==> src/rtl/pattern_capture_if.sv <==
// Write-side bundle between pattern_capture and the capture FIFO.
// The capture block is master: it presents data and a write strobe.
interface pattern_capture_if #(
    parameter int WIDTH = 16
);
    logic [WIDTH-1:0] data_to_fifo;
    logic             fifo_wr_req;
    logic             fifo_full;

    modport master (
        output data_to_fifo,
        output fifo_wr_req,
        input  fifo_full
    );

    modport slave (
        input  data_to_fifo,
        input  fifo_wr_req,
        output fifo_full
    );
endinterface

==> src/rtl/pattern_capture.sv <==
// Triggered pattern sampler: arms on a start edge, waits for a masked match,
// then pushes one sample every sample_speed+1 cycles into the capture FIFO.
module pattern_capture #(
    parameter int WIDTH = 16
) (
    input  logic                 clk,
    input  logic                 rst,
    input  logic                 capture_control,
    input  logic                 capture_abort,
    input  logic [15:0]          sample_speed,
    input  logic [15:0]          capture_length,
    input  logic [WIDTH-1:0]     trigger_mask,
    input  logic [WIDTH-1:0]     trigger_value,
    input  logic [WIDTH-1:0]     pattern_in,
    pattern_capture_if.master    fifo,
    output logic                 busy,
    output logic                 done,
    output logic                 overflow
);

    typedef enum logic [1:0] {
        IDLE,
        ARMED,
        CAPTURING,
        DONE
    } state_t;

    state_t      state;
    logic        ctrl_d;
    logic [15:0] period_cnt;
    logic [15:0] sample_cnt;
    logic [15:0] sample_next;
    logic        start;
    logic        match;
    logic        slot;
    logic        last;

    assign start       = capture_control & ~ctrl_d;
    assign match       = ((pattern_in ^ trigger_value) & trigger_mask) == '0;
    assign sample_next = sample_cnt + 16'd1;
    assign last        = sample_next == capture_length;

    // The trigger cycle itself is the first slot; later slots come off period_cnt.
    always_comb begin
        slot = 1'b0;
        if (!capture_abort) begin
            if (state == ARMED)
                slot = match;
            else if (state == CAPTURING)
                slot = period_cnt == sample_speed;
        end
    end

    always_ff @(posedge clk) begin
        if (rst) begin
            state             <= IDLE;
            ctrl_d            <= 1'b1;
            period_cnt        <= '0;
            sample_cnt        <= '0;
            fifo.data_to_fifo <= '0;
            fifo.fifo_wr_req  <= 1'b0;
            busy              <= 1'b0;
            done              <= 1'b0;
            overflow          <= 1'b0;
        end else begin
            ctrl_d           <= capture_control;
            fifo.fifo_wr_req <= 1'b0;
            done             <= 1'b0;

            if (capture_abort) begin
                state <= IDLE;
                busy  <= 1'b0;
            end else begin
                unique case (state)
                    IDLE: begin
                        if (start) begin
                            overflow   <= 1'b0;
                            sample_cnt <= '0;
                            period_cnt <= '0;
                            if (capture_length == 16'd0) begin
                                state <= DONE;
                            end else begin
                                state <= ARMED;
                                busy  <= 1'b1;
                            end
                        end
                    end
                    ARMED: begin
                        if (match) begin
                            state <= last ? DONE : CAPTURING;
                            busy  <= ~last;
                        end
                    end
                    CAPTURING: begin
                        if (period_cnt == sample_speed) begin
                            period_cnt <= '0;
                            if (last) begin
                                state <= DONE;
                                busy  <= 1'b0;
                            end
                        end else begin
                            period_cnt <= period_cnt + 16'd1;
                        end
                    end
                    DONE: begin
                        done  <= 1'b1;
                        state <= IDLE;
                    end
                    default: state <= IDLE;
                endcase
            end

            // A full FIFO still consumes the slot; only the write is lost.
            if (slot) begin
                sample_cnt <= sample_next;
                if (fifo.fifo_full) begin
                    overflow <= 1'b1;
                end else begin
                    fifo.data_to_fifo <= pattern_in;
                    fifo.fifo_wr_req  <= 1'b1;
                end
            end
        end
    end

endmodule

==> src/flat_wrapper.sv <==
// flat-port wrapper written by rule: the top's interface ports become plain ports
module pattern_capture_flat 
#(
    parameter int WIDTH = 16
)
  (clk, rst, capture_control, capture_abort, sample_speed, capture_length, trigger_mask, trigger_value, pattern_in, busy, done, overflow, fifo_data_to_fifo, fifo_fifo_wr_req, fifo_fifo_full);
  pattern_capture_if #(.WIDTH(WIDTH)) fifo_i ();
  input  logic clk;
  input  logic rst;
  input  logic capture_control;
  input  logic capture_abort;
  input  logic [15:0] sample_speed;
  input  logic [15:0] capture_length;
  input  logic [WIDTH-1:0] trigger_mask;
  input  logic [WIDTH-1:0] trigger_value;
  input  logic [WIDTH-1:0] pattern_in;
  output logic busy;
  output logic done;
  output logic overflow;
  output wire logic [$bits(fifo_i.data_to_fifo)-1:0] fifo_data_to_fifo;
  output wire logic [$bits(fifo_i.fifo_wr_req)-1:0] fifo_fifo_wr_req;
  input wire logic [$bits(fifo_i.fifo_full)-1:0] fifo_fifo_full;
  assign fifo_data_to_fifo = fifo_i.data_to_fifo;
  assign fifo_fifo_wr_req = fifo_i.fifo_wr_req;
  assign fifo_i.fifo_full = fifo_fifo_full;
  pattern_capture #(.WIDTH(WIDTH)) u_core (.clk(clk), .rst(rst), .capture_control(capture_control), .capture_abort(capture_abort), .sample_speed(sample_speed), .capture_length(capture_length), .trigger_mask(trigger_mask), .trigger_value(trigger_value), .pattern_in(pattern_in), .fifo(fifo_i), .busy(busy), .done(done), .overflow(overflow));
endmodule
==> config.mk <==
export PLATFORM = sky130hd
export DESIGN_NAME = pattern_capture_flat
export DESIGN_NICKNAME = d
export VERILOG_FILES = /design/src/rtl/pattern_capture_if.sv /design/src/rtl/pattern_capture.sv /design/src/flat_wrapper.sv
export SDC_FILE = /design/constraint.sdc
export NUM_CORES = 1
export LEC_CHECK = 0
export CAP_MARGIN = 0
export CORE_MARGIN = 4
export CORE_UTILIZATION = 52
export CTS_BUF_LIST = sky130_fd_sc_hd__clkbuf_16
export DETAILED_ROUTE_END_ITERATION = 12
export PLACE_DENSITY = 0.91
export SLEW_MARGIN = 10
export SYNTH_ARGS = -nofsm -noshare
export SYNTH_HDL_FRONTEND = slang
export SYNTH_SLANG_ARGS = --single-unit
export TNS_END_PERCENT = 30
==> constraint.sdc <==
create_clock -name clk -period 7.4 [get_ports clk]
set_input_delay 1.48 -clock clk [delete_from_list [all_inputs] [get_ports clk]]
set_output_delay 1.48 -clock clk [all_outputs]
set_load 0.02 [all_outputs]
-- Yosys cells after proc, flatten, opt, wreduce, memory -nomap -nowiden
Cells that the tools add are included.
- magnitude comparators: 0
- $add $sub $neg: 2
- div/mod/pow operators: 0
- multipliers: 0
- reductions and logical operators: 14
- bitwise gates (word level): 8
- shifts and indexed selects: 0
- muxes and demuxes: 29
- equality and inequality tests: 11
- operators by type and width (kind ; number):
    2-to-1 mux 16 bit ; 5
    adder 16 x 1 -> 16 bit (second input constant) ; 2
    equality test 16 bit ; 2
    logical NOT 16 bit ; 2
    case mux 16 bit (2 select lines) ; 1
    AND 16 bit ; 1
    2-to-1 mux 1 bit ; 16
    XOR 16 bit ; 1
    2-to-1 mux 2 bit ; 5
    inequality test 2 x 1 -> 1 bit (second input constant) ; 4
    case mux 2 bit (4 select lines) ; 1
    AND reduction 3 bit ; 2
    AND reduction 6 bit ; 1
    nonzero test 2 bit ; 3
    inverter 1 bit ; 5
    equality test 2 bit (second input constant) ; 2
    inequality test 2 bit (second input constant) ; 2
    AND reduction 4 bit ; 1
    OR reduction 2 bit ; 2
    case mux 1 bit (3 select lines) ; 1
    nonzero test 3 bit ; 1
    equality test 2 x 1 -> 1 bit (second input constant) ; 1
    logical NOT 2 bit ; 1
    AND reduction 2 bit ; 1
    AND 1 bit ; 1
- memory bits (writable): 0
- input bits: 85
- output and inout bits: 20
- latch bits: 0
- bits in read-only memories: 0
- memories: 0
- word-level logic and storage cells: 73
- register bits after elaboration: 55

-- Depth between registers and ports, before layout
Gate-level depths: netlist of run 1.
- depth after elaboration: 7
- gate-level depth with buffers: 10
- mapped depth without buffers: 9

-- Worst setup path before layout of run 1
Ideal clock, no wire load.
- kind: input to register
- start: input sample_speed[3]
- end: register u_core.sample_cnt[8]
- stages: 8
- setup time: 0.074 ns
- buffers on the path: 1
- required time: 7.326 ns
- slack: 4.076 ns
- data arrival time: 3.250 ns
- cell sequence: xor2_1 nor4_1 nand4_1 or3_1 a21o_1 buf_2 or3_1 a31oi_1
- word-level cells in the longest chain between the ends: 6
- elaborated cells between the ends (all ways): 9
- classes of those cells: eq/ne (2); mux (4); reduce/logical (3)
- ends and longest elaborated chain (what ; RTL line ; RTL):
    start: declaration ; flat_wrapper.sv:12 ; input logic [15:0] sample_speed;
    equality test 16 bit * ; pattern_capture.sv:50 ; slot = period_cnt == sample_speed;
    2-to-1 mux 1 bit * ; pattern_capture.sv:49 ; else if (state == CAPTURING)
    2-to-1 mux 1 bit * ; pattern_capture.sv:47 ; if (state == ARMED)
    2-to-1 mux 1 bit * ; pattern_capture.sv:46 ; if (!capture_abort) begin
    inequality test 2 x 1 -> 1 bit (no source line) or nonzero test 2 bit (tied branches) ; - ;
    AND reduction 3 bit (no source line) ; - ;
    end signal: assignment ; pattern_capture.sv:115 ; sample_cnt <= sample_next;
    end: declaration ; pattern_capture.sv:31 ; logic [15:0] sample_cnt;
Every way passes the cells marked *; elsewhere a longest branch is shown, timed or not.
A chain may end at the register's enable or synchronous reset.

-- Final worst setup path of run 1
- start: input sample_speed[15]
- end: register u_core.fifo.data_to_fifo[12]
- word-level cells in the longest chain between the ends: 5
- ends and longest elaborated chain (what ; RTL line ; RTL):
    equality test 16 bit ; pattern_capture.sv:50 ;
    2-to-1 mux 1 bit ; pattern_capture.sv:49 ;
    2-to-1 mux 1 bit ; pattern_capture.sv:47 ;
    2-to-1 mux 1 bit ; pattern_capture.sv:46 ;
    AND reduction 2 bit (no source line) ; - ;
    end signal: assignment ; pattern_capture.sv:119 ; fifo.data_to_fifo <= pattern_in;
    end: declaration ; pattern_capture_if.sv:11 ; output data_to_fifo,
No other way between the ends.

==> qor.yml, run 1 <==
ys_types: 56
hpwl_microns: 7780
firstDrtPassIters: 5
path_max_fanout: 16
worstSetupEndpointType: "flop"
grt_pass1_vias: 3576
crit_required_ns: 7.61
top_usage_layer: "met2"
start_kind: "input port"
leakagePower_uw: 0.00161
cts.sinks: 55
power_density_mw_per_mm2: 148
drv_cap: 0
vias_per_cell: 6.00
initial_core_util_pct: 54.8
layout.cells.most_common: "clkdlybuf4s50_1"
fin_skew_ns: 0.00525
cts_buffers: 5
cts_tree: "built"
synth-seq-cells: 55
setup_tns_ns: 0
use_met2_pct: 45.5
antenna_cells: 0
timing.final.crit_period_ns: 4.17
setup_viol: 0
syn_nets: 538
synth_warnings: 0
synthFlopType: "dfxtp_1"
finalWirelength_microns: 10200
dieWidth_microns: 90.5
syn_area_sq_mm: 0.00354
finish.net_count: 620
clkLatencyLatePin_ns: 0.29
path_clk_slew_ns: 0.07
hp-class: "reg2reg"
period_share_pct: 56.4
status: "finished clean"
postCtsSetupRepairBufs: 0
n_fill_cell: 469
vias: 3644
synth_edf_count: 0
pin_count: 105
fp.dieH_microns: 90.5
postRouteAntennaNets: 0
antenna_found_initial: 0
drv_slew: 0
drc_errors: 0
drt_iter0_drc: 261
io_buffers: 104
area_growth_pct: 34.1
h-tree-depth: 2
timing_worst_setup_path_type: "in2reg"
yosysSeqAreaShare_pct: 31.1
grtUsageMet1_pct: 26.8
hold_ws_ns: 0.480
dieArea_sq_mm: 0.00819
grt_pass1_wl_microns: 16800
total_power_uw: 704
synth-async-reset-ratio_pct: 0
ir_worst_vdd_mv: 0.104
syn_area_per_cell_sq_um: 7.91
cts_hold_buffers: 0
timing.fmax_ghz: 0.240
num_rows: 29
worst_slew_pin_slew_ns: 1.08
syn_inst: 447
grt_max_degree: 43
gp_congestion: 0.901
track_usage_pct: 24.3
final_hold_viol_count: 0
final_cell_mix: "104 x clkdlybuf4s50_1, 55 x dfxtp_1, 50 x xor2_1"
arrival_ns: 4.39
overflow: 0
cts_root_buffer: "clkbuf_16"
maxSlewHeadroom_pct: 27.9
wl_per_cell_microns: 16.8
post_cts_resized: 0
rsz0062_at_grt: "no"
final_layout_size_suffix_gt1_share_pct: 3.77
coreArea_sq_mm: 0.00646
met3_usage_pct: 4.83
cts_buffer_depth: 2
## kinds of logic after synthesis
logic type	count (synthesis)	synth area share (%)
adder cells (fa/ha/maj)	6	2.12
AO/OA/AOI/OAI	99	17.8
AND/OR/NAND/NOR	181	27.5
XOR/XNOR	67	16.6
flip-flops	55	31.1
multiplexers	1	0.283
buffers and inverters	38	4.56
## routing by layer
metal / share of wire (%) / up-vias
li1: - / 1770
met1: 39 / 1733
met2: 54 / 117
met3: 5.0 / 24
met4: 2.4 / 0
met5: 0 / -
## cells in the mapped netlist, types with 3 or more instances
cell type  number  area (sq um)
xnor2_1        17           149
nand2b_1        7          43.8
inv_1           8          30.0
nor4_1          8          50.1
buf_2          15          75.1
ha_1            6          75.1
and4_1          5          43.8
a22oi_1        11          82.6
o21ai_0        25           125
nor3_1          7          35.0
and2_1          3          18.8
clkbuf_1       11          41.3
dfxtp_1        55          1100
nand2_1        31           116
xor2_1         50           438
a211oi_1        3          22.5
a31oi_1         9          56.3
nor2_1         33           124
nand3_1        40           200
or3_1          12          75.1
a21oi_1        29           145
nand4_1        14          87.6
buf_1           4          15.0
## metrics by stage
stage / area [sq um] / utilization, % / setup WS, ns / cells
after floorplan: 3540 / - / 4.08 / 447
after global placement: 4550 / 70.5 / 3.08 / 599
after detailed placement: 4550 / 70.5 / 2.95 / 599
after CTS: 4740 / 73.4 / 3.22 / 607
after global routing: 4740 / 73.4 / 3.01 / 607
final: 4740 / 73.4 / 3.23 / 607
## cell type report
class | count | area, sq um | area share [%]
clock buffers | 5 | 125 | 2.64
clock inverters | 3 | 67.6 | 1.42
inverters | 8 | 30.0 | 0.633
multi-input cells | 354 | 2270 | 48.0
flip-flops and latches | 55 | 1100 | 23.2
well taps | 77 | 96.3 | 2.03
repair buffers | 105 | 1050 | 22.1
## where the power goes
group          internal (uW)  switching (uW)  total [uW]
Combinational           60.6            43.5         104
Clock                    194             108         301
Sequential               297            1.55         299
Total                    552             153         704
## flip-flops by register name, summed over array words and instances (netlist names)
signal,count
u_core.busy,1
u_core.state,2
u_core.fifo.data_to_fifo,16
u_core.fifo.fifo_wr_req,1
u_core.overflow,1
u_core.period_cnt,16
u_core.ctrl_d,1
u_core.done,1
u_core.sample_cnt,16
## worst paths after layout
check                                            from  depth (start not counted)                                   endpoint  slack, ns
max                                  sample_speed[15]                          8  u_core.fifo.data_to_fifo[12]$_SDFFE_PP0P_       3.23
min          u_core.fifo.data_to_fifo[7]$_SDFFE_PP0P_                          2   u_core.fifo.data_to_fifo[7]$_SDFFE_PP0P_       0.48
max reg2reg         u_core.sample_cnt[0]$_SDFFE_PP0P_                          8               u_core.state[0]$_SDFFE_PP0P_       4.23
min reg2reg  u_core.fifo.data_to_fifo[7]$_SDFFE_PP0P_                          2   u_core.fifo.data_to_fifo[7]$_SDFFE_PP0P_       0.48
## worst max-delay path, cell delays in order
cell and delay [ns]:
clkdlybuf4s50_1 0.42, xor2_1 0.15, nor4_1 0.39, nand4_1 0.24, or3_1 0.44, a211oi_2 0.89
nand2_1 0.17, a21oi_1 0.21
Power figures use the tool's default switching activity.
==> run 2, diff against run 1 <==
Settings changed: CORE_UTILIZATION 52 to 43, PLACE_DENSITY 0.91 to 0.81.
Clock period 7.4 ns to 3.8 ns, I/O delays scaled along.
==> run 2 against run 1 <==
Register-to-register slack worse by 3.5 ns. Largest cell class unchanged. Wire length down 1.9%. Critical endpoint is now u_core.sample_cnt[14]$_SDFFE_PP0P_. Sequential share of layout area down 0.10 points. Hold slack worse by 0.0042 ns. First-iteration DRC count down 23%. Clock-buffer cell count unchanged. Sequential power up 95%. Power up 72%. Die area up 19%. Cell count up 5.1%.
==> qor.yml, run 2 (synthesized netlist as in run 1, its figures left out) <==
path_clk_slew_ns: 0.07
antenna_cells: 0
pin_count: 105
ir_worst_vdd_mv: 0.180
cts.sinks: 55
h-tree-depth: 2
finish.net_count: 626
worst_slew_pin_slew_ns: 0.694
reg_top3: "u_core.fifo.data_to_fifo: 16 flops, u_core.period_cnt: 16 flops, u_core.sample_cnt: 16 flops"
rsz0062_at_grt: "no"
worst_slack_ns: 0.641
firstDrtPassIters: 4
n_fill_cell: 727
cts_buffer_depth: 2
total_power_uw: 1210
overflow: 0
maxSlewHeadroom_pct: 53.7
drv_cap: 0
wl_per_cell_microns: 15.7
layout.cells.most_common: "clkdlybuf4s50_1"
initial_core_util_pct: 45.1
status: "finished clean"
timing_worst_setup_path_type: "in2reg"
cts_tree: "built"
cp_common_cell: "or3_1"
hpwl_microns: 7880
vias: 3535
timing.final.crit_period_ns: 3.16
cts_root_buffer: "clkbuf_16"
final_hold_viol_count: 0
vias_per_cell: 5.54
path_max_fanout: 25
dieArea_sq_mm: 0.00974
num_rows: 32
period_share_pct: 83.1
worst_path_max_delay_cell: "a21o_1"
grt_pass1_wl_microns: 16100
leakagePower_uw: 0.00163
worstSetupEndpointType: "flop"
fin_skew_ns: 0.00636
dieWidth_microns: 98.7
io_buffers: 104
drv_slew: 0
cts_buffers: 5
utilization_pct: 60.7
final_layout_size_suffix_gt1_share_pct: 4.48
drt_iter0_drc: 202
drc_errors: 0
crit_required_ns: 4.01
post_cts_resized: 0
critical_path.cell_chain: "clkdlybuf4s50_1, xor2_1, nor4_1, nand4_1, or3_1, a21o_1, or3_1, a31oi_1"
critPathMaxStageDelay_ns: 0.45
cts_hold_buffers: 0
clkLatencyLatePin_ns: 0.29
track_usage_pct: 19.8
setup_tns_ns: 0
grt_max_degree: 39
power_density_mw_per_mm2: 255
setup_viol: 0
postRouteAntennaNets: 0
arrival_ns: 3.37
finalWirelength_microns: 10000
area_growth_pct: 34.7
hp-class: "reg2reg"
gp_congestion: 0.878
timing.fmax_ghz: 0.317
timing.critical_path.buf_inv: 1
coreArea_sq_mm: 0.00785
antenna_found_initial: 0
grt_pass1_vias: 3502
fp.dieH_microns: 98.7
final_cell_mix: "104 x clkdlybuf4s50_1, 55 x dfxtp_1, 50 x xor2_1"
dpl_worst_slack_ns: 0.342
start_kind: "input port"
path_delay_family: "simple AND/OR/NAND/NOR gates"
postCtsSetupRepairBufs: 0
run 2: cell count changes in the layout (fill, tap and decap cells not counted):
cell / previous run / this run
buf_4: 1 / 7
inv_1: 8 / 10
clkinv_2: 0 / 1
clkinvlp_4: 1 / 0
bufinv_16: 2 / 0
run 2: worst paths after layout:
kind / start / endpoint / slack, ns / cells after the start
hold / removal: u_core.fifo.data_to_fifo[10]$_SDFFE_PP0P_ / u_core.fifo.data_to_fifo[10]$_SDFFE_PP0P_ / 0.48 / 2
hold reg to reg: u_core.fifo.data_to_fifo[10]$_SDFFE_PP0P_ / u_core.fifo.data_to_fifo[10]$_SDFFE_PP0P_ / 0.48 / 2
setup reg to reg: u_core.sample_cnt[1]$_SDFFE_PP0P_ / u_core.state[0]$_SDFFE_PP0P_ / 0.76 / 8
setup / recovery: sample_speed[15] / u_core.sample_cnt[14]$_SDFFE_PP0P_ / 0.64 / 8
run 2: cell type report:
cell class              count  area [sq um]  area share, %
clock buffers               5           125           2.63
clock inverters             3          12.5          0.263
inverters                   8          30.0          0.630
multi-input cells         354          2270           47.7
flip-flops and latches     55          1100           23.1
well taps                 102           128           2.68
repair buffers            111          1090           23.0
run 2: stage by stage:
| stage | instance area [sq um] | cells | hold WS, ns |
|---|---|---|---|
| after global routing | 4760 | 638 | 0.486 |
| final | 4760 | 638 | 0.476 |
| after floorplan | 3540 | 447 | 0.487 |
| after CTS | 4760 | 638 | 0.474 |
| after global placement | 4630 | 630 | 0.459 |
| after detailed placement | 4630 | 630 | 0.465 |
run 2: worst register-to-register path, stage by stage, from the launching register on:
cell and delay (ns):
dfxtp_1 0.45, ha_1 0.41, nand3_2 0.24, o311ai_1 0.31, or4b_1 0.51, a22oi_2 0.21
a41oi_2 0.17, or2_1 0.28, o311a_1 0.35
run 2: report_power, final:
part           switching (uW)  total (uW)  leakage, uW  internal, uW
Sequential               2.74         582     0.000443           579
Combinational            84.7         203      0.00111           118
Clock                     191         429    0.0000762           239
run 2: routing by layer:
metal,up-vias,track usage [%],part of all wire (%)
met1,1644,22.1,40
met4,0,6.41,2.0
met2,87,37.9,54
li1,1787,-,-
met5,-,0,0
met3,17,3.40,4.3
==> run 3, diff against run 2 <==
Clock period 3.8 ns to 2.8 ns, I/O delays scaled along.
==> run 3 against run 2 <==
Clock-buffer cell count did not move. Flip-flop and latch count did not move. Non-clock buffer count rose by 33. Hold slack improved by 0.0036 ns. Critical path type is now reg2reg. Register-to-register slack got worse by 0.70 ns. Clock power rose by 51%. Global-route usage rose by 2.2 points. Via count rose by 7.6%. Largest power group unchanged. Sequential power rose by 36%. Combinational power rose by 52%.
==> qor.yml, run 3 (synthesized netlist as in run 1, its figures left out) <==
final_area_sq_mm: 0.00508
cts_buffers: 5
place_area_sq_mm: 0.00490
io_buffers: 104
arrival_ns: 2.92
cts_tree: "built"
maxSlewHeadroom_pct: 71.8
setup_viol: 0
layout.cells.most_common: "clkdlybuf4s50_1"
n_fill_cell: 652
hpwl_microns: 8460
track_usage_pct: 22.1
dieArea_sq_mm: 0.00974
final_hold_viol_count: 0
timing_worst_setup_path_type: "reg2reg"
cts_buffer_depth: 2
drv_cap: 0
path_clk_slew_ns: 0.08
initial_core_util_pct: 45.1
crit_required_ns: 2.98
timing.fmax_ghz: 0.365
drc_errors: 0
drt_iter0_drc: 241
final_layout_size_suffix_gt1_share_pct: 11.1
coreArea_sq_mm: 0.00785
finalWirelength_microns: 11000
overflow: 0
worst_slew_pin_slew_ns: 0.420
period_share_pct: 97.9
gp_congestion: 0.957
h-tree-depth: 2
finish.net_count: 659
drv_slew: 0
vias_per_cell: 5.67
fp.dieH_microns: 98.7
leakagePower_uw: 0.00179
antenna_found_initial: 0
wl_per_cell_microns: 16.3
ir_worst_vdd_mv: 0.307
grt_max_degree: 37
firstDrtPassIters: 5
worstSetupEndpointType: "flop"
power_density_mw_per_mm2: 343
clkLatencyLatePin_ns: 0.30
total_power_uw: 1740
antenna_cells: 0
rrSetupSlack_ns: 0.06
postCtsSetupRepairBufs: 0
rsz0062_at_grt: "yes"
pin_count: 105
multi_input_area_sq_mm: 0.00230
dieWidth_microns: 98.7
final_cell_mix: "104 x clkdlybuf4s50_1, 54 x dfxtp_1, 50 x xor2_1"
fin_skew_ns: 0.00716
cts.sinks: 55
grt_pass1_vias: 3831
postRouteAntennaNets: 0
num_rows: 32
start_kind: "flop"
grt_pass1_wl_microns: 17900
path_max_fanout: 9
cts_root_buffer: "clkbuf_16"
timing.final.crit_period_ns: 2.74
hp-class: "reg2reg"
cts_hold_buffers: 0
status: "finished clean"
seqCellArea_sq_mm: 0.00110
area_growth_pct: 43.7
vias: 3805
reg_top3: "u_core.fifo.data_to_fifo: 16 flops, u_core.period_cnt: 16 flops, u_core.sample_cnt: 16 flops"
==> run 3: cell types whose count changed in the layout (fill, tap and decap cells not counted), sizes merged <==
cell      change
buf          +33
clkinvlp      +1
inv           -1
==> run 3: per-stage QoR <==
step / cells / setup WS [ns] / hold WS, ns / setup TNS, ns / util (%)
floorplan: 447 / 0.157 / 0.487 / 0 / -
global placement: 663 / -0.197 / 0.458 / -5.36 / 62.4
detailed placement: 663 / -0.285 / 0.468 / -7.14 / 62.4
CTS: 671 / 0.0129 / 0.479 / 0 / 64.4
global route: 671 / -0.0325 / 0.507 / -0.0325 / 64.7
finish: 671 / 0.0600 / 0.480 / 0 / 64.7
==> run 3: worst max-delay path: stages, from the launching register on <==
cell and delay [ns]:
dfxtp_1 0.51, and4_1 0.35, nand4_1 0.15, or3_1 0.40, a211oi_2 0.35, a41oi_2 0.20, or2_1 0.29, o311a_1 0.36
==> run 3: what timing repair did <==
item                                   CTS  global route
gates resized for setup                  1             6
setup endpoints to repair                2            21
endpoints found under the hold margin    0             0
cloned                                   0             0
==> run 3: final timing paths <==
path                                             from                                  endpoint  cells after the start
max                 u_core.sample_cnt[9]$_SDFFE_PP0P_              u_core.state[0]$_SDFFE_PP0P_                      7
min          u_core.fifo.data_to_fifo[4]$_SDFFE_PP0P_  u_core.fifo.data_to_fifo[4]$_SDFFE_PP0P_                      2
max reg2reg         u_core.sample_cnt[9]$_SDFFE_PP0P_              u_core.state[0]$_SDFFE_PP0P_                      7
min reg2reg  u_core.fifo.data_to_fifo[4]$_SDFFE_PP0P_  u_core.fifo.data_to_fifo[4]$_SDFFE_PP0P_                      2
==> run 3: layout make-up <==
cell class,instances,area share [%]
multi-input cells,354,45.3
repair buffers,144,26.9
flip-flops and latches,55,21.7
well taps,102,2.51
clock buffers,5,2.46
inverters,8,0.591
clock inverters,3,0.542
==> run 3: metal layers <==
layer	global-route usage, %	wire (microns)
met1	24.2	4340
met2	41.9	5790
met3	3.82	446
met4	8.82	383
met5	0	0
==> run 3: power by group <==
part	switching [uW]	internal [uW]	leakage [uW]
Sequential	3.79	785	0.000444
Clock	307	340	0.0000719
Combinational	124	183	0.00127
Total	435	1310	0.00179
